### src/rtl/serial_adder_pkg.sv
// Shared types and helpers for the bit-serial adder.
package serial_adder_pkg;

    typedef enum logic [1:0] {
        StIdle  = 2'b00,
        StShift = 2'b01,
        StDone  = 2'b10
    } state_e;

    // Bit-counter width; never narrower than one bit.
    function automatic int unsigned cnt_width(input int unsigned n);
        return (n > 1) ? $clog2(n) : 1;
    endfunction

endpackage

### src/rtl/full_adder_bit.sv
// Combinational 1-bit full adder; the only arithmetic cell in the serial adder.
module full_adder_bit (
    input  logic a,
    input  logic b,
    input  logic ci,
    output logic s,
    output logic co
);

    logic p;

    assign p  = a ^ b;
    assign s  = p ^ ci;
    assign co = (a & b) | (p & ci);

endmodule

### src/rtl/serial_adder.sv
// Bit-serial N-bit adder, LSB first, one bit per clock, start/done handshake.
// Define SERIAL_ADDER_OVF_EN to add the registered signed-overflow output ovf.
module serial_adder
    import serial_adder_pkg::*;
#(
    parameter int unsigned N = 16
) (
    input  logic         clk,
    input  logic         rst_n,
    input  logic         start,
    input  logic [N-1:0] a,
    input  logic [N-1:0] b,
    input  logic         cin,
    output logic         busy,
    output logic         done,
    output logic [N-1:0] y,
    output logic         cout
`ifdef SERIAL_ADDER_OVF_EN
    ,
    output logic         ovf
`endif
);

    localparam int unsigned CntW = cnt_width(N);
    localparam logic [CntW-1:0] CntLast = CntW'(N - 1);

    state_e          state_q;
    logic [N-1:0]    a_sh_q;
    logic [N-1:0]    b_sh_q;
    logic [N-1:0]    y_sh_q;
    logic [N-1:0]    y_sh_d;
    logic [N-1:0]    y_q;
    logic            c_q;
    logic            cout_q;
    logic [CntW-1:0] cnt_q;
    logic            s;
    logic            co;
    logic            last;
`ifdef SERIAL_ADDER_OVF_EN
    logic            ovf_q;
`endif

    full_adder_bit u_fa (
        .a  (a_sh_q[0]),
        .b  (b_sh_q[0]),
        .ci (c_q),
        .s  (s),
        .co (co)
    );

    // New sum bit enters at the MSB; after N shifts bit 0 lands in y_sh[0].
    assign y_sh_d = N'({s, y_sh_q} >> 1);
    assign last   = (cnt_q == CntLast);

    always_ff @(posedge clk or negedge rst_n) begin
        if (!rst_n) begin
            state_q <= StIdle;
            a_sh_q  <= '0;
            b_sh_q  <= '0;
            y_sh_q  <= '0;
            y_q     <= '0;
            c_q     <= 1'b0;
            cout_q  <= 1'b0;
            cnt_q   <= '0;
`ifdef SERIAL_ADDER_OVF_EN
            ovf_q   <= 1'b0;
`endif
        end else begin
            case (state_q)
                StIdle, StDone: begin
                    if (start) begin
                        a_sh_q  <= a;
                        b_sh_q  <= b;
                        c_q     <= cin;
                        y_sh_q  <= '0;
                        cnt_q   <= '0;
                        state_q <= StShift;
                    end else begin
                        state_q <= StIdle;
                    end
                end
                StShift: begin
                    a_sh_q <= a_sh_q >> 1;
                    b_sh_q <= b_sh_q >> 1;
                    y_sh_q <= y_sh_d;
                    c_q    <= co;
                    if (last) begin
                        y_q     <= y_sh_d;
                        cout_q  <= co;
`ifdef SERIAL_ADDER_OVF_EN
                        // c_q is the carry into the MSB on the last bit.
                        ovf_q   <= c_q ^ co;
`endif
                        state_q <= StDone;
                    end else begin
                        cnt_q <= cnt_q + 1'b1;
                    end
                end
                default: state_q <= StIdle;
            endcase
        end
    end

    assign busy = (state_q == StShift);
    assign done = (state_q == StDone);
    assign y    = y_q;
    assign cout = cout_q;
`ifdef SERIAL_ADDER_OVF_EN
    assign ovf  = ovf_q;
`endif

endmodule

### config.mk
export PLATFORM = sky130hd
export DESIGN_NAME = serial_adder
export DESIGN_NICKNAME = d
export VERILOG_FILES = /design/src/rtl/serial_adder_pkg.sv /design/src/rtl/full_adder_bit.sv /design/src/rtl/serial_adder.sv
export SDC_FILE = /design/constraint.sdc
export NUM_CORES = 1
export LEC_CHECK = 0
export BUFFER_PORTS_ARGS = -buffer_cell sky130_fd_sc_hd__buf_2
export CORE_UTILIZATION = 40
export CTS_CLUSTER_DIAMETER = 30
export DETAILED_ROUTE_END_ITERATION = 10
export PLACE_DENSITY = 0.69
export RECOVER_POWER = 100
export REMOVE_ABC_BUFFERS = 1
export SYNTH_ARGS = -nofsm -noshare
export SYNTH_HDL_FRONTEND = slang
export SYNTH_SLANG_ARGS = --single-unit
### constraint.sdc
create_clock -name clk -period 2.2 [get_ports clk]
set_clock_uncertainty 0.1 [all_clocks]
set_input_delay 0.11 -clock clk [delete_from_list [all_inputs] [get_ports clk]]
set_output_delay 0.11 -clock clk [all_outputs]
set_load 0.02 [all_outputs]
Yosys cells after proc, flatten, opt, wreduce, memory -nomap -nowiden --
Index checks and enable logic that the tools add are counted.
Word-level totals: flip-flop bits (word level) 72, bits of input ports 36, output and inout port bits 19
Operators by class: add/sub/neg operators 1, equal/unequal tests 6, mux-type cells 14, bitwise logic cells 5, reductions and logical operators 6
Operators by type and width (count):
- $pmux W16 S2 | 3
- $mux W16 | 3
- $mux W4 | 2
- $pmux W4 S2 | 1
- $add A4 B1 Y4 const B | 1
- $eq A4 B4 Y1 const B | 1
- $ne A2 B2 Y1 const B | 2
- $pmux W2 S2 | 1
- $reduce_and A2 Y1 | 2
- $reduce_and A3 Y1 | 1
- $and A1 B1 Y1 | 2
- $eq A2 B1 Y1 const B | 1
- $eq A2 B2 Y1 const B | 1
- $logic_not A2 Y1 | 1
- $mux W1 | 2
- $mux W2 | 1
- $ne A2 B1 Y1 const B | 1
- $pmux W1 S2 | 1
- $reduce_bool A2 Y1 | 1
- $reduce_or A2 Y1 | 1
- $xor A1 B1 Y1 | 2
- $or A1 B1 Y1 | 1

Logic depth before layout (Yosys ltp) --
depth after elaboration 4, depth in mapped cells 6, depth with buffers taken out 4

Modules after synthesis --
Synthesis repeated with hierarchy kept, for this count alone.
Unflattened totals: cells, all modules 271, area, all modules 2949.1 µm²
By module, submodules not included:
- serial_adder | instances 1, cells an instance 270, area each 2929.1 µm²
- full_adder_bit | instances 1, cells an instance 1, area each 20.0 µm²

Worst setup path before layout --
No wires, ideal clock.
path kind register to register, start point register state_q[1], end point register y_q[10], in the netlist y[10], arrival time 1.351 ns, required time 1.975 ns, path slack 0.624 ns, stages on the path, launching flop included 7, buffers on the path 2, period minus slack after synthesis 1.576 ns, cells stage by stage dfrtp_1 nand2b_1 inv_2 and4_1 buf_6 buf_6 mux2_4
Between the ends: cells in the longest elaborated chain, start to end 2
RTL lines:
- start, declared | line serial_adder.sv:27 | state_e state_q;
- start signal, assigned | line serial_adder.sv:57 | state_q <= StIdle;
- start signal, assigned | line serial_adder.sv:77 | state_q <= StShift;
- start signal, assigned | line serial_adder.sv:79 | state_q <= StIdle;
- $eq A2 B1 Y1 | line serial_adder.sv:69 | case (state_q)
- $reduce_and A2 Y1 (no source line)
- end signal, assigned | line serial_adder.sv:88 | y_q <= y_sh_d;
- end, declared | line serial_adder.sv:32 | logic [N-1:0] y_q;
No other way between the ends. A chain may end at the register's enable or synchronous reset.

Worst setup path in the final report --
start point register state_q[0], end point register b_sh_q[5]
Between the ends: cells in the longest elaborated chain, start to end 4
RTL lines:
- $eq A2 B2 Y1 / $logic_not A2 Y1 (equally long branches) | line serial_adder.sv:69
- $reduce_or A2 Y1 | line serial_adder.sv:69
- $ne A2 B2 Y1 (no source line) / $reduce_bool A2 Y1 (equally long branches)
- $reduce_and A2 Y1 (no source line)
- end signal, assigned | line serial_adder.sv:84 | b_sh_q <= b_sh_q >> 1;
- end, declared | line serial_adder.sv:29 | logic [N-1:0] b_sh_q;
Parallel ways exist; a longest one is shown, timed or not.

==> qor.yml <==
cells_and_area:
  layout.nets: 398
  fin_util: 0.5537
  fin_cells: 461
  postLayoutCellArea_sq_um: 3845
  diodes: 0
  drive_gt1_frac: 0.1918
  fill_cells: 617
  area_growth_syn_to_layout_pct: 30.38
setup_path:
  crit_fanout: 20
  critPathLaunch: "state_q[0]"
  r2r_start: "state_q[0]"
  r2r_setup_slack_ps: 360
  cp-end-kind: "flop"
  r2r-end: "b_sh_q[5]"
  r2r_cells: 4
  cp.required_ps: 2370
  crit_path_start_kind: "flop"
  crit_arrival_ps: 2010
  endpoint: "b_sh_q[5]"
  worstSetupPathType: "reg2reg"
sta:
  hold_viol: 0
  worstMarginPinSlew_ps: 1045
  setup_ws_ps: 359.3
  period_share: 0.8367
  tns_ps: 0
  maxSlewHeadroom: 0.3034
  rsz0062_at_grt: "no"
  slew_viol_final: 0
  max_freq_mhz: 543.3
  period_needed_ps: 1841
  setup_violations: 0
power:
  swShare: 0.3652
  p_switching_mw: 1.870
  leakagePower_nw: 1.790
  clkPwrFrac: 0.230
  p_int_mw: 3.251
  p_comb_frac: 0.334
  seq_power_share: 0.436
  power_density_nw_per_um2: 1332
  vdd.ir_drop.worst_v: 0.0006325
yosys:
  synth_area_sq_um: 2949
  synth_area_leaders: "dfrtp_1 (60%), nand2_1 (8.1%), a31oi_1 (6.6%)"
  synth_seq_area_share: 0.6025
  muxShareOfSynthArea: 0.07976
  synth_xor_area_frac: 0
  synth_top_family_by_area: "simple AND/OR/NAND/NOR gates"
  synth_warnings: 0
  ys_ff_latch: 71
  synth-simple-area-share: 0.1421
  synth_compound_area_frac: 0.1307
  syn_avg_cell_area_sq_um: 10.88
  synth_cells: 271
  yosysTopAreaCell: "dfrtp_1"
  synth_adder_area_share: 0.01103
  synth_cell_types: 28
  synthDominantCellAreaShare: 0.6025
route:
  viasPerCell: 4.937
  wl_per_cell_microns: 13.74
  vias: 2276
  ant_nets: 0
  drc: 0
  drt_first_pass_iters: 8
  drt_iter0_markers: 98
  totalWireLength_mm: 6.332
hold_path:
  min_path_cells: 5
  min_path_type: "in2reg"
cts:
  cts_max_path_buffers: 2
  clk_latency_ps: 350
  htreeDepth: 3
  cts_resized: 0
  tritoncts: "done"
  cts-hold-fix-buffers: 34
  cts_sinks: 71
  cts_root_buffer: "clkbuf_8"
  cts-buffers-inserted: 9
  path_clk_slew_ps: 80
  cts_setup_buffers: 0
floorplan:
  ios: 55
  start_util: 0.4247
  die_x_microns: 87.87
  fp-row-count: 30
  dieArea_sq_um: 7720
  coreArea_sq_um: 6944
  die_h_microns: 87.87
grt:
  first_global_vias: 2249
  antenna_found_initial: 0
  use_met1: 0.2390
  grt_remaining_overflow: 0
  grt_max_degree: 65
  grt_pass1_wl_mm: 10.85
  met2_usage: 0.3037
  met3_usage: 0.06315
  grt_busiest_layer: "met2"
  grt.total_usage: 0.1860
place:
  place_inst: 411
  routabilityCongestion: 0.6923
  pre_cts_ws_ps: 442.5
  dp_hpwl_mm: 3.824
  port-buffer-count: 54
  place_area_sq_um: 3357
run_status:
  status: "finished, final reports clean"
flow_run:
  cap_violations: 0
==> worst min path at each step <==
stage / to / start / slack, ps
finish: b_sh_q[13] / start / 280
global route: b_sh_q[13] / start / 290
CTS: y[10] / rst_n / 130
detailed placement: y[9] / rst_n / -30
global placement: y[13] / rst_n / -30
floorplan: a_sh_q[0] / rst_n / -290
==> cell usage in the layout (no fill, tap or decap) <==
cell	n
mux2_1	9
buf_4	4
nor2_2	1
a31o_2	1
o21a_1	1
ha_1	1
nand2_1	64
a22o_1	17
and4_1	1
inv_1	2
mux2i_1	1
mux2_2	8
buf_12	2
nand3_1	2
a31oi_1	31
nor2b_2	1
nand2b_2	1
clkbuf_2	2
inv_6	2
dfrtp_1	71
nand2b_1	1
a21o_1	1
bufinv_16	2
o221ai_1	1
and3_1	1
fa_1	1
nor2b_1	1
or3_1	1
buf_2	34
clkinv_4	3
clkbuf_8	9
nor2_1	31
clkbuf_1	21
a21oi_1	2
dlygate4sd3_1	34
==> layout make-up <==
| type | instances | area [sq um] | share of cell area |
|---|---|---|---|
| inverters | 2 | 7.507 | 0.001952 |
| multi-input cells | 179 | 1044 | 0.2714 |
| flip-flops and latches | 71 | 1777 | 0.4621 |
| clock inverters | 7 | 103.9 | 0.02701 |
| clock buffers | 9 | 123.9 | 0.03222 |
| repair buffers | 97 | 669.4 | 0.1741 |
| well taps | 96 | 120.1 | 0.03124 |
==> kinds of logic (layout without fill, tap and decap cells) <==
kind of cell,count (synthesis),after routing
flip-flops,71,71
AND/OR/NAND/NOR,105,105
buffers and inverters,21,115
AO/OA/AOI/OAI,54,54
adder cells (fa/ha/maj),2,2
multiplexers,18,18
==> per-layer routing <==
layer / up-vias / share of wire / wire, microns
met2: 64 / 0.49 / 3083
met5: - / 0 / 0
met1: 1092 / 0.46 / 2921
met4: 0 / 0.010 / 64
li1: 1112 / - / -
met3: 8 / 0.042 / 263
==> power by group through the flow <==
stage / logic [mW] / clock network (mW) / registers [mW]
6_report: 1.71 / 1.18 / 2.24
3_5_place_dp: 1.78 / 0 / 2.26
4_1_cts: 1.83 / 1.21 / 2.24
3_3_place_gp: 1.74 / 0 / 2.23
5_1_grt: 1.96 / 1.27 / 2.31
2_1_floorplan: 1.17 / 0 / 2.30
==> through the flow <==
stage          total power, mW  hold slack, ps
2_1_floorplan            3.467          -285.6
3_3_place_gp             3.972          -34.30
3_5_place_dp             4.040          -32.71
4_1_cts                  5.285           131.2
5_1_grt                  5.538           290.9
6_report                 5.122           279.9
==> flip-flops by register name, summed over array words and instances, names as in the netlist <==
| signal | count |
|---|---|
| state_q | 2 |
| cout | 1 |
| y_sh_q | 15 |
| y | 16 |
| a_sh_q | 16 |
| cnt_q | 4 |
| c_q | 1 |
| b_sh_q | 16 |
==> Yosys cell counts <==
master    count
nand2b_1      2
inv_1         1
inv_2         1
mux2_4        9
fa_1          1
nor2b_1       2
clkbuf_1      7
a21oi_1       2
mux2i_1       1
mux2_2        8
buf_2         5
or3_1         1
a31o_2        1
and4_1        1
o221ai_1      1
and3_1        1
nor2_1       31
buf_6         2
a31oi_1      31
a22o_1       17
a21o_1        1
buf_1         5
nand3_1       2
ha_1          1
nand2_1      64
nor2_2        1
dfrtp_1      71
o21a_1        1
==> critical path, stage by stage, from the launching register on <==
cell	delay, ps
dfrtp_1	410
nand2b_1	460
clkbuf_2	470
nand2_1	130
a31oi_1	190
(Power assumes the default switching activity.)
